[src/rtl/al_accel_pkg.sv]
// Shared types and sizes for the al_accel_mac job sequencer and its tile loader.
package al_accel_pkg;

    localparam int MAC_TAPS = 3;
    localparam int MAC_WIN  = 8;
    localparam int WORD_W   = 32;
    localparam int WGT_W    = 8;

    typedef enum logic [2:0] {
        IDLE    = 3'd0,
        FETCH   = 3'd1,
        COMPUTE = 3'd2,
        HANDOFF = 3'd3,
        DONE    = 3'd4
    } state_t;

endpackage

[src/rtl/al_accel_tile_loader.sv]
// Tile fetch engine: issues MAC_WIN sequential word reads and captures each
// returned word into its window slot one cycle after the read.
module al_accel_tile_loader
    import al_accel_pkg::*;
#(
    parameter int AW = 16
)
(
    input  logic                           clk,
    input  logic                           resetn,
    input  logic                           init,
    input  logic                           rearm,
    input  logic                           active,
    input  logic                           abort,
    input  logic [AW-1:0]                  base,
    input  logic [WORD_W-1:0]              mem_rdata,
    output logic                           mem_rd,
    output logic [AW-1:0]                  mem_addr,
    output logic                           fetch_last,
    output logic [MAC_WIN-1:0][WORD_W-1:0] win
);

    localparam int KW = $clog2(MAC_WIN);

    logic [KW:0]   k_q;
    logic [AW-1:0] addr_q;
    logic          cap_vld_q;
    logic [KW-1:0] cap_k_q;

    // k_q[KW] set means all reads of this tile have been issued.
    assign mem_rd     = active && !abort && !k_q[KW];
    assign mem_addr   = addr_q;
    assign fetch_last = cap_vld_q && (cap_k_q == KW'(MAC_WIN - 1));

    always_ff @(posedge clk) begin
        if (!resetn) begin
            k_q       <= '0;
            addr_q    <= '0;
            cap_vld_q <= 1'b0;
            cap_k_q   <= '0;
            win       <= '0;
        end else begin
            cap_vld_q <= mem_rd;
            cap_k_q   <= k_q[KW-1:0];
            if (cap_vld_q) begin
                win[cap_k_q] <= mem_rdata;
            end
            // The address keeps counting across tiles, so the next tile starts
            // where the previous one ended; only a new job reloads it.
            if (init) begin
                addr_q <= base;
                k_q    <= '0;
            end else if (rearm) begin
                k_q <= '0;
            end else if (mem_rd) begin
                k_q    <= k_q + 1'b1;
                addr_q <= addr_q + 1'b1;
            end
        end
    end

endmodule

[src/rtl/al_accel_mac_seq.sv]
// Job sequencer for the al_accel_mac datapath: fetch tile, run MAC, hand off result.
// Optional AL_MAC_SEQ_PERF_EN adds a saturating HANDOFF stall counter (perf_stall).
module al_accel_mac_seq
    import al_accel_pkg::*;
#(
    parameter int AW      = 16,
    parameter int TW      = 8,
    parameter int MAC_LAT = 4
)
(
    input  logic              clk,
    input  logic              resetn,
    input  logic              start,
    input  logic              abort,
    input  logic [AW-1:0]     cfg_base,
    input  logic [TW-1:0]     cfg_ntiles,
    input  logic [WGT_W-1:0]  cfg_w0,
    input  logic [WGT_W-1:0]  cfg_w1,
    input  logic [WGT_W-1:0]  cfg_w2,
    output logic              mem_rd,
    output logic [AW-1:0]     mem_addr,
    input  logic [WORD_W-1:0] mem_rdata,
    output logic [WGT_W-1:0]  mac_wdi_0,
    output logic [WGT_W-1:0]  mac_wdi_1,
    output logic [WGT_W-1:0]  mac_wdi_2,
    output logic [WORD_W-1:0] mac_idi_0,
    output logic [WORD_W-1:0] mac_idi_1,
    output logic [WORD_W-1:0] mac_idi_2,
    output logic [WORD_W-1:0] mac_idi_3,
    output logic [WORD_W-1:0] mac_idi_4,
    output logic [WORD_W-1:0] mac_idi_5,
    output logic [WORD_W-1:0] mac_idi_6,
    output logic [WORD_W-1:0] mac_idi_7,
    output logic              mac_enb,
    output logic              tile_valid,
    input  logic              tile_ready,
    output logic [TW-1:0]     tile_idx,
    output logic              busy,
    output logic              done
`ifdef AL_MAC_SEQ_PERF_EN
    ,
    output logic [31:0]       perf_stall
`endif
);

    localparam int LW = (MAC_LAT > 1) ? $clog2(MAC_LAT) : 1;

    state_t                        state_q, state_d;
    logic [TW-1:0]                 ntiles_q;
    logic [TW-1:0]                 tile_q;
    logic [LW-1:0]                 lat_q;
    logic                          accept;
    logic                          handshake;
    logic                          last_tile;
    logic                          fetch_last;
    logic [MAC_WIN-1:0][WORD_W-1:0] win;

    assign accept    = (state_q == IDLE) && start;
    assign handshake = (state_q == HANDOFF) && tile_ready && !abort;
    assign last_tile = (tile_q == (ntiles_q - 1'b1));

    always_ff @(posedge clk) begin
        if (!resetn) begin
            state_q <= IDLE;
        end else begin
            state_q <= state_d;
        end
    end

    always_comb begin
        state_d = state_q;
        case (state_q)
            IDLE: begin
                if (start) begin
                    state_d = (cfg_ntiles == '0) ? DONE : FETCH;
                end
            end
            FETCH: begin
                if (abort)           state_d = IDLE;
                else if (fetch_last) state_d = COMPUTE;
            end
            COMPUTE: begin
                if (abort)             state_d = IDLE;
                else if (lat_q == '0)  state_d = HANDOFF;
            end
            HANDOFF: begin
                if (abort)           state_d = IDLE;
                else if (tile_ready) state_d = last_tile ? DONE : FETCH;
            end
            DONE:    state_d = IDLE;
            default: state_d = IDLE;
        endcase
    end

    // Abort wins over every handshake or phase exit in the same cycle.
    always_comb begin
        mac_enb    = (state_q == COMPUTE) && !abort;
        tile_valid = (state_q == HANDOFF) && !abort;
        done       = (state_q == DONE) && !abort;
        busy       = (state_q != IDLE);
        tile_idx   = tile_q;
    end

    always_ff @(posedge clk) begin
        if (!resetn) begin
            ntiles_q  <= '0;
            tile_q    <= '0;
            mac_wdi_0 <= '0;
            mac_wdi_1 <= '0;
            mac_wdi_2 <= '0;
        end else if (accept) begin
            ntiles_q  <= cfg_ntiles;
            tile_q    <= '0;
            mac_wdi_0 <= cfg_w0;
            mac_wdi_1 <= cfg_w1;
            mac_wdi_2 <= cfg_w2;
        end else if (handshake) begin
            tile_q <= tile_q + 1'b1;
        end
    end

    // MAC latency down-counter, armed throughout FETCH so COMPUTE starts full.
    always_ff @(posedge clk) begin
        if (!resetn) begin
            lat_q <= '0;
        end else if (state_q == FETCH) begin
            lat_q <= LW'(MAC_LAT - 1);
        end else if ((state_q == COMPUTE) && (lat_q != '0)) begin
            lat_q <= lat_q - 1'b1;
        end
    end

    al_accel_tile_loader #(
        .AW (AW)
    ) u_loader (
        .clk        (clk),
        .resetn     (resetn),
        .init       (accept),
        .rearm      (handshake && !last_tile),
        .active     (state_q == FETCH),
        .abort      (abort),
        .base       (cfg_base),
        .mem_rdata  (mem_rdata),
        .mem_rd     (mem_rd),
        .mem_addr   (mem_addr),
        .fetch_last (fetch_last),
        .win        (win)
    );

    assign mac_idi_0 = win[0];
    assign mac_idi_1 = win[1];
    assign mac_idi_2 = win[2];
    assign mac_idi_3 = win[3];
    assign mac_idi_4 = win[4];
    assign mac_idi_5 = win[5];
    assign mac_idi_6 = win[6];
    assign mac_idi_7 = win[7];

`ifdef AL_MAC_SEQ_PERF_EN
    logic [31:0] perf_q;

    always_ff @(posedge clk) begin
        if (!resetn) begin
            perf_q <= '0;
        end else if (accept) begin
            perf_q <= '0;
        end else if ((state_q == HANDOFF) && !tile_ready && (perf_q != '1)) begin
            perf_q <= perf_q + 1'b1;
        end
    end

    assign perf_stall = perf_q;
`endif

endmodule

[config.mk]
export PLATFORM = sky130hd
export DESIGN_NAME = al_accel_mac_seq
export DESIGN_NICKNAME = d
export VERILOG_FILES = /design/src/rtl/al_accel_pkg.sv /design/src/rtl/al_accel_tile_loader.sv /design/src/rtl/al_accel_mac_seq.sv
export SDC_FILE = /design/constraint.sdc
export NUM_CORES = 1
export LEC_CHECK = 0
export ABC_AREA = 1
export ABC_CLOCK_PERIOD_IN_PS = 5500
export CORE_ASPECT_RATIO = 0.75
export CORE_MARGIN = 2
export CORE_UTILIZATION = 47
export CTS_BUF_LIST = sky130_fd_sc_hd__clkbuf_2 sky130_fd_sc_hd__clkbuf_4 sky130_fd_sc_hd__clkbuf_8
export DETAILED_ROUTE_END_ITERATION = 10
export PLACE_DENSITY_LB_ADDON = 0.2
export SLEW_MARGIN = 20
export SYNTH_ARGS = -nofsm -noshare
export SYNTH_HDL_FRONTEND = slang
export SYNTH_HIERARCHICAL = 1
export SYNTH_SLANG_ARGS = --single-unit
[constraint.sdc]
create_clock -name clk -period 5.5 [get_ports clk]
set_input_delay 0.825 -clock clk [delete_from_list [all_inputs] [get_ports clk]]
set_output_delay 0.825 -clock clk [all_outputs]
set_load 0.1 [all_outputs]
======== After elaboration in Yosys (flattened, before gate mapping) ========
Cells that the tools add are included.
W data, S select, Z words.
storage, ports and cells
  bits in registers ....................... 325
  bits of input ports ..................... 85
  output and inout bits ................... 309
  logic and storage cells ................. 82
operators by class
  add/sub/neg operators ................... 5
  $lt $le $gt $ge ......................... 2
  equality and inequality tests ........... 11
  multiplexer cells ....................... 18
  bitwise logic cells ..................... 1
  reductions and logical operators ........ 26
operators with widths
  kind                     number
  $bwmux W256              1
  $demux W32 S3            1
  $mux W16                 3
  $mux W32                 1
  $mux W3                  9
  $add A16 B1 Y16 const B  1
  $logic_and A1 B1 Y1      12
  $pmux W3 S4              1
  $ne A3 B3 Y1 const B     3
  $add A8 B1 Y8 const B    1
  $eq A8 B8 Y1             1
  $logic_not A8 Y1         1
  $sub A8 B1 Y8 const B    1
  $eq A3 B2 Y1 const B     2
  $eq A3 B3 Y1 const B     2
  $reduce_bool A2 Y1       3
  $add A4 B1 Y4 const B    1
  $lt A3 B4 Y1 const B     1
  $mux W2                  2
  $ne A2 B2 Y1 const B     2
  $reduce_and A4 Y1        1
  $eq A3 B1 Y1 const B     1
  $ge A3 B1 Y1 const B     1
  $logic_not A1 Y1         3
  8 further kinds          8

======== Logic depth before layout (Yosys ltp) ========
  word-level depth ........................ 6
  gate-level depth with buffers ........... 20

======== Cells and area by module ========
The synthesis kept the hierarchy.
by module, submodules not included
  module                instances  cells each  area each (µm²)
  al_accel_tile_loader  1          1363        10378.7
  al_accel_mac_seq      1          303         2094.5

======== Least setup slack after synthesis ========
Ideal clock, no wire load.
  path kind ............................... input to output
  start point ............................. input port abort
  end point ............................... output port done
  data arrival time ....................... 3643 ps
  required time ........................... 4675 ps
  path slack .............................. 1032 ps
  cell stages on the path ................. 1
  cells stage by stage .................... nor4_1
on the way
  cells in the longest elaborated chain, start to end .. 2
RTL lines
  element              line                    RTL
  from (decl)          al_accel_mac_seq.sv:14  input logic abort,
  $logic_not A1 Y1     al_accel_mac_seq.sv:99  done = (state_q == DONE) && !abort;
  $logic_and A1 B1 Y1  al_accel_mac_seq.sv:99
  to (decl)            al_accel_mac_seq.sv:39  output logic done
No other way between the ends.

======== Worst setup path in the final report ========
  start point ............................. register state_q[0]
  end point ............................... output port mem_rd
on the way
  cells in the longest elaborated chain, start to end .. 3
RTL lines
  element                            line                        RTL
  from (decl)                        al_accel_mac_seq.sv:48      state_t state_q, state_d;
  from (signal assigned)             al_accel_mac_seq.sv:66      state_q <= state_d;
  $eq A3 B1 Y1                       al_accel_mac_seq.sv:140     .active (state_q == FETCH),
  $logic_and A1 B1 Y1 (2 in series)  al_accel_tile_loader.sv:31  assign mem_rd = active && !abort && !k_q[KW];
  to (decl)                          al_accel_mac_seq.sv:20      output logic mem_rd,
No other way between the ends.

==> flow_metrics.py <==
metrics = {
    "logic_synthesis": {
        "netlist_area_um2": 12500,
        "synth-simple-area-share_pct": 25.6,
        "async_flop_share_pct": 0,
        "synth.top_cell.area_share_pct": 52.2,
        "dominantRegCellSynth": "dfxtp_1",
        "synth-edff-count": 0,
        "ys_seq_elements": 325,
        "yosysUniqueCellTypes": 38,
        "syn-num-nets": 1756,
        "synth_xor_xnor_area_share_pct": 0.702,
        "synthTopCellsByArea": "dfxtp_1, nor2_1, o21ai_0, nand2_1, buf_2",
        "synth.mux.area_fraction_pct": 0,
        "ys_seq_area_share_pct": 52.2,
        "synth_top_family_by_area": "simple AND/OR/NAND/NOR gates",
        "yosysMostFrequentCell": "nor2_1",
        "synthCells": 1666,
        "synth_top_area_cell": "dfxtp_1",
        "yosysWarningCount": 6,
        "syn_area_per_cell_um2": 7.49,
        "synth_fa_ha_area_share_pct": 0.502,
        "synth_compound_area_share_pct": 14.1,
        "ys_top_cells_by_count": "nor2_1, dfxtp_1, o21ai_0, nand2_1, buf_2",
    },
    "clocking": {
        "cts.hold.buffers_added": 0,
        "cts_max_level": 2,
        "tritoncts": "done",
        "cts_buffers": 50,
        "clk-insertion-delay-late_ns": 0.57,
        "cts_max_path_buffers": 3,
        "cts_sinks": 325,
        "root_buffer": "clkbuf_8",
        "post-cts-setup-buffers": 0,
        "clkTransAtPathRegs_ns": 0.06,
        "ctsResizeCount": 0,
    },
    "setup_path": {
        "timing.critical_path.from": "state_q[0]$_SDFFE_PN0P_",
        "end_kind": "primary output",
        "worstPathRequired_ns": 4.68,
        "cp_max_fo": 7,
        "r2r_cells": 19,
        "worstSetupStartpointType": "flip-flop",
        "rrSetupSlack_ns": 3.04,
        "rr_endpoint": "u_loader/mem_addr[12]$_SDFFE_PN0P_",
        "reg2reg_from": "ntiles_q[0]$_SDFFE_PN0P_",
        "crit_type": "flip-flop to primary output",
        "critPathArrivalTime_ns": 3.10,
    },
    "timing": {
        "hold_ws_ns": 0.462,
        "finalMaxSlewViolations": 0,
        "maxClockFrequency_mhz": 255,
        "min_period_over_period_pct": 71.3,
        "finClkSkew_ns": 0.0325,
        "slew_headroom_pct": 26.4,
        "hold_viol": 0,
        "min_period_ns": 3.92,
        "setup_violations": 0,
        "setup_tns_ns": 0,
        "tightest_slew_ns": 1.10,
        "rsz0062_at_grt": "no",
    },
    "die": {
        "die_h_um": 145,
        "start_util_pct": 47.9,
        "die_w_um": 192,
        "die-area_um2": 27900,
        "rows": 51,
        "coreArea_um2": 26000,
        "ios": 394,
    },
    "run": {
        "drv_cap": 0,
    },
    "routing": {
        "vias_per_cell": 5.22,
        "vias": 12407,
        "post_drt_wl_per_cell_um": 18.1,
        "drt_iter0_drc": 1012,
        "totalWireLength_um": 43200,
        "drtAntennaViolNets": 0,
        "drc": 0,
        "drtPass1Iterations": 7,
    },
    "finish": {
        "nets": 2089,
        "drive_gt1_share_pct": 6.83,
        "areaGrowthSynthToFinish_pct": 39.3,
        "num_antenna_cells": 0,
        "fillCellCount": 2277,
    },
    "grt": {
        "grt-ovfl-total": 0,
        "grt_max_degree": 103,
        "grt_pass1_vias": 11699,
        "antenna_found_initial": 0,
        "grt_pass1_wl_um": 66200,
        "track_usage_pct": 30.1,
    },
    "placement": {
        "port_buffers": 393,
        "post-dp-hpwl_um": 29000,
        "gp_congestion": 0.887,
    },
    "min_path": {
        "whs_endpoint": "mac_wdi_2[5]$_SDFFE_PN0P_",
        "hold_path_class": "flip-flop to flip-flop",
        "min_from": "mac_wdi_2[5]$_SDFFE_PN0P_",
        "hold_depth": 2,
    },
    "power": {
        "pwr_density_cell_nw_per_um2": 316,
        "leakage_nw": 7.29,
        "worst_ir_drop_vdd_mv": 0.251,
    },
    "run_status": {
        "outcome": "finished clean",
    },
}
-- worst max-delay path by stage --
stage / endpoint / slack, ns / depth (start not counted)
after floorplan: done / 1.03 / 1
after global placement: tile_valid / 1.77 / 5
after detailed placement: tile_valid / 1.76 / 5
after CTS: mem_rd / 1.57 / 5
after global routing: mem_rd / 1.38 / 5
final: mem_rd / 1.58 / 5
-- through the flow --
| stage | std cells | power [mW] | worst slack, ns | area [µm²] | util, % |
|---|---|---|---|---|---|
| 5_1_grt | 2379 | 5.70 | 1.38 | 17400 | 66.7 |
| 2_1_floorplan | 1666 | 3.20 | 1.03 | 12500 | - |
| 3_5_place_dp | 2291 | 3.46 | 1.76 | 16300 | 62.7 |
| 3_3_place_gp | 2291 | 3.45 | 1.77 | 16300 | 62.7 |
| 6_report | 2379 | 5.49 | 1.58 | 17400 | 66.7 |
| 4_1_cts | 2379 | 5.52 | 1.57 | 17400 | 66.7 |
-- logic make-up after synthesis --
kind of cell,count (synthesis)
buffers and inverters,199
and+or+nand+nor,780
xor gates and xnor gates,10
AOI/OAI and AO/OA,347
DFF,325
adders and majority gates,5
-- state kept, by name, summed over array words and instances (netlist names) --
register and count:
mac_wdi_0 8, lat_q 2, mac_wdi_2 8, state_q 3
u_loader/mem_addr 16, u_loader/win 256, u_loader/k_q 4, tile_idx 8
u_loader/cap_k_q 3, mac_wdi_1 8, ntiles_q 8, u_loader/cap_vld_q 1
-- power by group --
| part | internal (mW) | total, mW | switching, mW | leakage (nW) |
|---|---|---|---|---|
| clock network | 1.14 | 2.07 | 0.934 | 0.554 |
| logic | 0.239 | 0.939 | 0.701 | 4.11 |
| registers | 2.42 | 2.48 | 0.0550 | 2.63 |
| total | 3.80 | 5.49 | 1.69 | 7.29 |
-- metal layers --
layer | track usage [%] | up-vias | routed length, µm
met5 | 0 | - | 0
met4 | 9.85 | 0 | 1260
met3 | 9.31 | 77 | 4520
met2 | 47.7 | 548 | 19500
met1 | 39.1 | 5819 | 17900
li1 | - | 5963 | -
-- area by class of cell --
| cell class | count | area, µm² | share of cell area, % |
|---|---|---|---|
| sequential | 325 | 6510 | 37.4 |
| multi-input combinational | 1142 | 5100 | 29.4 |
| timing repair buffer | 402 | 4000 | 23.0 |
| clock buffer | 80 | 988 | 5.69 |
| tap | 344 | 430 | 2.48 |
| inverter | 78 | 293 | 1.69 |
| clock inverter | 8 | 51.3 | 0.295 |
-- placed cells by master (no fill, tap or decap), drive strengths merged --
master | Yosys | routed
nand3b | 1 | 1
a31oi | 3 | 3
nand2 | 157 | 157
dfxtp | 325 | 325
nor4 | 4 | 4
ha | 5 | 5
xor2 | 5 | 5
clkbuf | 32 | 80
and2 | 1 | 1
nand4 | 3 | 3
o211ai | 2 | 2
nand3 | 30 | 30
xnor2 | 5 | 5
clkinvlp | 0 | 2
or2 | 1 | 1
and3 | 2 | 2
o21bai | 3 | 3
a22oi | 1 | 1
a21oi | 57 | 57
o22ai | 2 | 2
clkinv | 0 | 5
nor3 | 10 | 10
nor3b | 1 | 1
inv | 78 | 79
clkdlybuf4s50 | 0 | 392
buf | 89 | 10
a211oi | 1 | 1
o21ai | 278 | 278
nor2 | 570 | 570
-- critical path, stage by stage, from the launching register on --
cell             delay [ns]
dfxtp_1                0.41
inv_2                  0.06
nor3_1                 0.53
nand2_2                0.19
nor2_8                 0.19
clkdlybuf4s50_1        1.16
No activity file was read; power rests on OpenSTA's default activity.
